File: config.mk
export PLATFORM = sky130hd
export DESIGN_NAME = branch_comparator
export DESIGN_NICKNAME = d
export VERILOG_FILES = /design/src/rtl/branch_comparator_pkg.sv /design/src/rtl/branch_comparator_cmp_core.sv /design/src/rtl/branch_comparator.sv
export SDC_FILE = /design/constraint.sdc
export NUM_CORES = 1
export LEC_CHECK = 0
export ABC_AREA = 0
export CAP_MARGIN = 5
export CORE_ASPECT_RATIO = 0.9
export CORE_MARGIN = 10
export CORE_UTILIZATION = 33
export CTS_CLUSTER_DIAMETER = 80
export DETAILED_ROUTE_END_ITERATION = 12
export PLACE_DENSITY = 0.86
export SLEW_MARGIN = 0
export SYNTH_ARGS = -nofsm -noshare
export SYNTH_HDL_FRONTEND = slang
export SYNTH_SLANG_ARGS = --single-unit
export TNS_END_PERCENT = 20
File: constraint.sdc
create_clock -name clk -period 3 [get_ports clk]
set_input_delay 0.3 -clock clk [delete_from_list [all_inputs] [get_ports clk]]
set_output_delay 0.3 -clock clk [all_outputs]
set_load 0.03 [all_outputs]
File: src/rtl/branch_comparator_pkg.sv
// Shared definitions for the RV32I branch comparator.
// Holds the operand width default and the branch funct3 encodings,
// which the instruction decoder uses as well.
package branch_comparator_pkg;

    localparam int unsigned XLEN_DEF = 32;
    localparam int unsigned BC_OP_W  = 3;

    // RISC-V branch funct3 encodings; 3'b010 and 3'b011 are reserved
    typedef enum logic [BC_OP_W-1:0] {
        BEQ  = 3'b000,
        BNE  = 3'b001,
        BLT  = 3'b100,
        BGE  = 3'b101,
        BLTU = 3'b110,
        BGEU = 3'b111
    } bc_op_e;

    // Comparator result bundle passed from the core to the opcode mux
    typedef struct packed {
        logic eq;
        logic lt;
        logic ltu;
    } cmp_flags_t;

endpackage : branch_comparator_pkg

File: src/rtl/branch_comparator_cmp_core.sv
// Combinational operand comparator.
// Ports:
//   op_a, op_b : XLEN-bit operands (rs1, rs2)
//   flags      : eq, signed less-than, unsigned less-than of op_a vs op_b
module branch_cmp_core
    import branch_comparator_pkg::*;
#(
    parameter int unsigned XLEN = XLEN_DEF
) (
    input  logic [XLEN-1:0] op_a,
    input  logic [XLEN-1:0] op_b,
    output cmp_flags_t      flags
);

    // Full-width compares; the MSB acts as sign bit for the signed one
    always_comb begin
        flags     = '0;
        flags.eq  = (op_a == op_b);
        flags.lt  = ($signed(op_a) < $signed(op_b));
        flags.ltu = (op_a < op_b);
    end

endmodule : branch_cmp_core

File: src/rtl/branch_comparator.sv
// RV32I branch-condition evaluator for the execute stage.
// Ports:
//   clk, rst_n         : clock and asynchronous active-low reset
//   data_in1, data_in2 : operands rs1, rs2
//   bc_op              : branch funct3
//   bc_out             : combinational branch-taken result for PC select
//   bc_out_q           : bc_out registered on the rising clk edge
//   eq_flag, lt_flag, ltu_flag : combinational compare flags
module branch_comparator
    import branch_comparator_pkg::*;
#(
    parameter int unsigned XLEN = XLEN_DEF
) (
    input  logic                clk,
    input  logic                rst_n,
    input  logic [XLEN-1:0]     data_in1,
    input  logic [XLEN-1:0]     data_in2,
    input  logic [BC_OP_W-1:0]  bc_op,
    output logic                bc_out,
    output logic                bc_out_q,
    output logic                eq_flag,
    output logic                lt_flag,
    output logic                ltu_flag
);

    cmp_flags_t flags;
    logic       bc_out_d;

    branch_cmp_core #(
        .XLEN (XLEN)
    ) u_core (
        .op_a  (data_in1),
        .op_b  (data_in2),
        .flags (flags)
    );

    // Opcode mux; reserved or unknown opcodes resolve to not-taken
    always_comb begin
        bc_out_d = 1'b0;
        case (bc_op)
            BEQ:     bc_out_d = flags.eq;
            BNE:     bc_out_d = ~flags.eq;
            BLT:     bc_out_d = flags.lt;
            BGE:     bc_out_d = ~flags.lt;
            BLTU:    bc_out_d = flags.ltu;
            BGEU:    bc_out_d = ~flags.ltu;
            default: bc_out_d = 1'b0;
        endcase
    end

    assign bc_out   = bc_out_d;
    assign eq_flag  = flags.eq;
    assign lt_flag  = flags.lt;
    assign ltu_flag = flags.ltu;

    // Registered copy for pipeline/debug consumers
    always_ff @(posedge clk or negedge rst_n) begin
        if (!rst_n) begin
            bc_out_q <= 1'b0;
        end else begin
            bc_out_q <= bc_out_d;
        end
    end

endmodule : branch_comparator

==> reports/results.tsv <==
stage	metric	value	unit
route	vias	1136	
route	post-route ant nets	0	
route	DR DRC count	0	
route	drt initial violations	36	
global_routing	initial antenna violation count	0	
floorplan	IO Count	74	
global_routing	met3 Use GR	0.0339	
global_routing	first-pass GRT wire length	4950	um
floorplan	core area	2700	um^2
power_and_ir_drop	maximum VDD drop	65.5	uV
synthesis	Synth Instances	128	
global_routing	largest net degree at the start of global routing	5	
floorplan	Die ar.	5320	um^2
cells_and_area	Biggest register	bc_out_q	
power_and_ir_drop	Leakage	0.888	nW
critical_path	Crit Path Class	in2out	
power_and_ir_drop	Sequential Power Share	0.060	
sta	Tcrit/Tclk final	0.982	
floorplan	Die H	70.2	um
sta	final worst slack	0.0536	ns
clock_network	Worst-path clk slew	0	ns
global_routing	GRT Total Usage	0.110	
synthesis	top-area cell type share of the netlist area	0.434	
global_routing	vias in the first global route	1133	
place	port bufs	73	
place	post-DP HPWL	3010	um
sta	min Tclk post-route	2.95	ns
cells_and_area	final core occ	0.654	
job	number of max-cap violations	0	
cells_and_area	commonest non-fill, non-tap cell in the layout	clkdlybuf4s50_1	
synthesis	Cell variety after synth	28	
hold_path	Hold Path Class	in2async	
critical_path	Slowest Stage Delay on Critical Path	0.53	ns
place	Placed Area	1700	um^2
cells_and_area	Layout area overhead	91.5	%
critical_path	Critical Path Sink Type	primary output	
cells_and_area	Largest regs	bc_out_q x1	
synthesis	Mapped Area	923	um^2
synthesis	Area contributors post-synth	ha_1 (43%), inv_1 (14%), a21oi_1 (6.0%), nand4_1 (3.4%), nand2_1 (3.3%)	
cells_and_area	leading cell types in the layout, fill and taps excluded	clkdlybuf4s50_1 (69), inv_1 (34), ha_1 (29)	
critical_path	CP Launch Type	input port	
synthesis	Synth Area per Inst	7.21	um^2
sta	worst hold slack	0.451	ns
place	routability cong.	0.733	
cells_and_area	fraction of layout cells with a size suffix above 1	0.0976	
power_and_ir_drop	Psw	0.000103	W
route	routed vias/inst	4.83	
place	worst slack, placed	-0.00752	ns
global_routing	met2 GRT Util	0.223	
critical_path	crit path DAT	2.65	ns
floorplan	Initial Util	0.342	
synthesis	cell taking the most area after synthesis	ha_1	
floorplan	die width	75.8	um
power_and_ir_drop	internal power	0.000166	W
sta	max_slew headroom	0.737	
critical_path	CP max-delay cell	or4_4	
power_and_ir_drop	total power	0.000269	W
synthesis	Synth Register Bits	1	
critical_path	cells along the critical path	clkdlybuf4s50_1, inv_1, ha_1, a21oi_1, o21ai_1, a221o_1, a211o_1, or4_4, nand3_4, buf_6	
sta	final hold violation count	0	
global_routing	total grt overflow	0	
synthesis	Seq/Total Area, Yosys	0.0271	
global_routing	GRT busiest layer	met2	
sta	Final Max Tran Viols	0	
power_and_ir_drop	PwrDens	152	nW/um^2
cells_and_area	max reg flops	1	
route	average wire per standard cell	14.2	um
floorplan	Site Rows	18	
power_and_ir_drop	Sw Share	0.382	
power_and_ir_drop	combinational fraction of design power	0.940	
sta	Worst-Margin Slew	0.390	ns
sta	final setup violating endpoints	0	
status	status	finished, final reports clean	
route	Pre-antenna DRT Iters	4	
sta	Fmax	0.339	GHz
global_routing	grt met1 use	0.108	
cells_and_area	diodes inserted	0	
cells_and_area	Nets	308	
critical_path	Critical Path RT	2.70	ns
synthesis	Syn Nets	229	
cells_and_area	Finished Cell Area	1770	um^2
power_and_ir_drop	Clk pwr share	0	
critical_path	Critical Path Fanout Max	3	
route	final wirelength	3340	um
synthesis	yosys warns	0	
## worst max-delay path: cells and delay by family
family	cells	cell delay (ns)
AO/OA/AOI/OAI	4	0.78
buffers and inverters	3	0.63
AND/OR/NAND/NOR	2	0.63
adder cells (fa/ha/maj)	1	0.30
## kinds of logic after synthesis
group                    synth area share
XOR/XNOR                           0.0285
flip-flops                         0.0271
adder cells (fa/ha/maj)             0.434
buffers and inverters               0.138
AND/OR/NAND/NOR                     0.182
AO/OA/AOI/OAI                       0.191
## cell usage after synthesis
library cell,count
a21boi_2,1
a211o_1,1
and2_1,1
o31a_2,1
a21oi_2,2
a221o_1,1
a21o_1,3
o21a_1,1
and3_1,1
nand3_1,5
o21ai_1,1
nor2_1,5
dfrtp_1,1
a21oi_1,11
a22oi_1,1
o21ai_0,1
nand4_2,1
nor2b_1,1
xnor2_1,3
nand2_1,8
inv_1,34
or4_1,1
nor3_1,1
nor4_1,3
nand4_1,5
o311ai_0,1
o21bai_1,1
ha_1,32
## power groups by stage
stage | combinational (W) | clock (W) | sequential [W]
after floorplan | 0.000106 | 0 | 0.0000203
after global placement | 0.000234 | 0 | 0.0000162
after detailed placement | 0.000240 | 0 | 0.0000163
after CTS | 0.000244 | 0 | 0.0000163
after global routing | 0.000278 | 0 | 0.0000165
final | 0.000253 | 0 | 0.0000163
## through the flow
step / setup TNS (ns) / cells
after global routing: -0.0288 / 235
final: 0 / 235
after floorplan: 0 / 128
after CTS: 0 / 234
after detailed placement: -0.00752 / 234
after global placement: 0 / 234
## repair_timing
| item | 4_1_cts | 5_1_grt |
|---|---|---|
| pin swaps | 0 | 2 |
| hold buffers | 0 | 0 |
| cloned | 0 | 0 |
| resized for setup | 2 | 7 |
| endpoints found under the setup margin | 1 | 1 |
| setup buffers | 0 | 1 |
## metal layers
layer  part of all wire  routed length (um)
met4                  0                   0
met1               0.36                1210
met5                  0                   0
met3               0.10                 350
met2               0.53                1780
## final timing paths
path / start / endpoint / slack [ns] / cells past startpoint
min: rst_n / bc_out_q / 0.45 / 1
min in group clk: bc_op[1] / bc_out_q / 1.07 / 4
max: data_in2[23] / bc_out / 0.05 / 10
max in group asynchronous: rst_n / bc_out_q / 2.45 / 1
## cell type report
cell class / count / area (um^2)
fillers: 236 / 935
multi-input cells: 93 / 823
repair buffers: 77 / 754
inverters: 34 / 128
well taps: 30 / 37.5
flip-flops and latches: 1 / 25.0
Note: power is estimated with default switching activity, not from simulation.
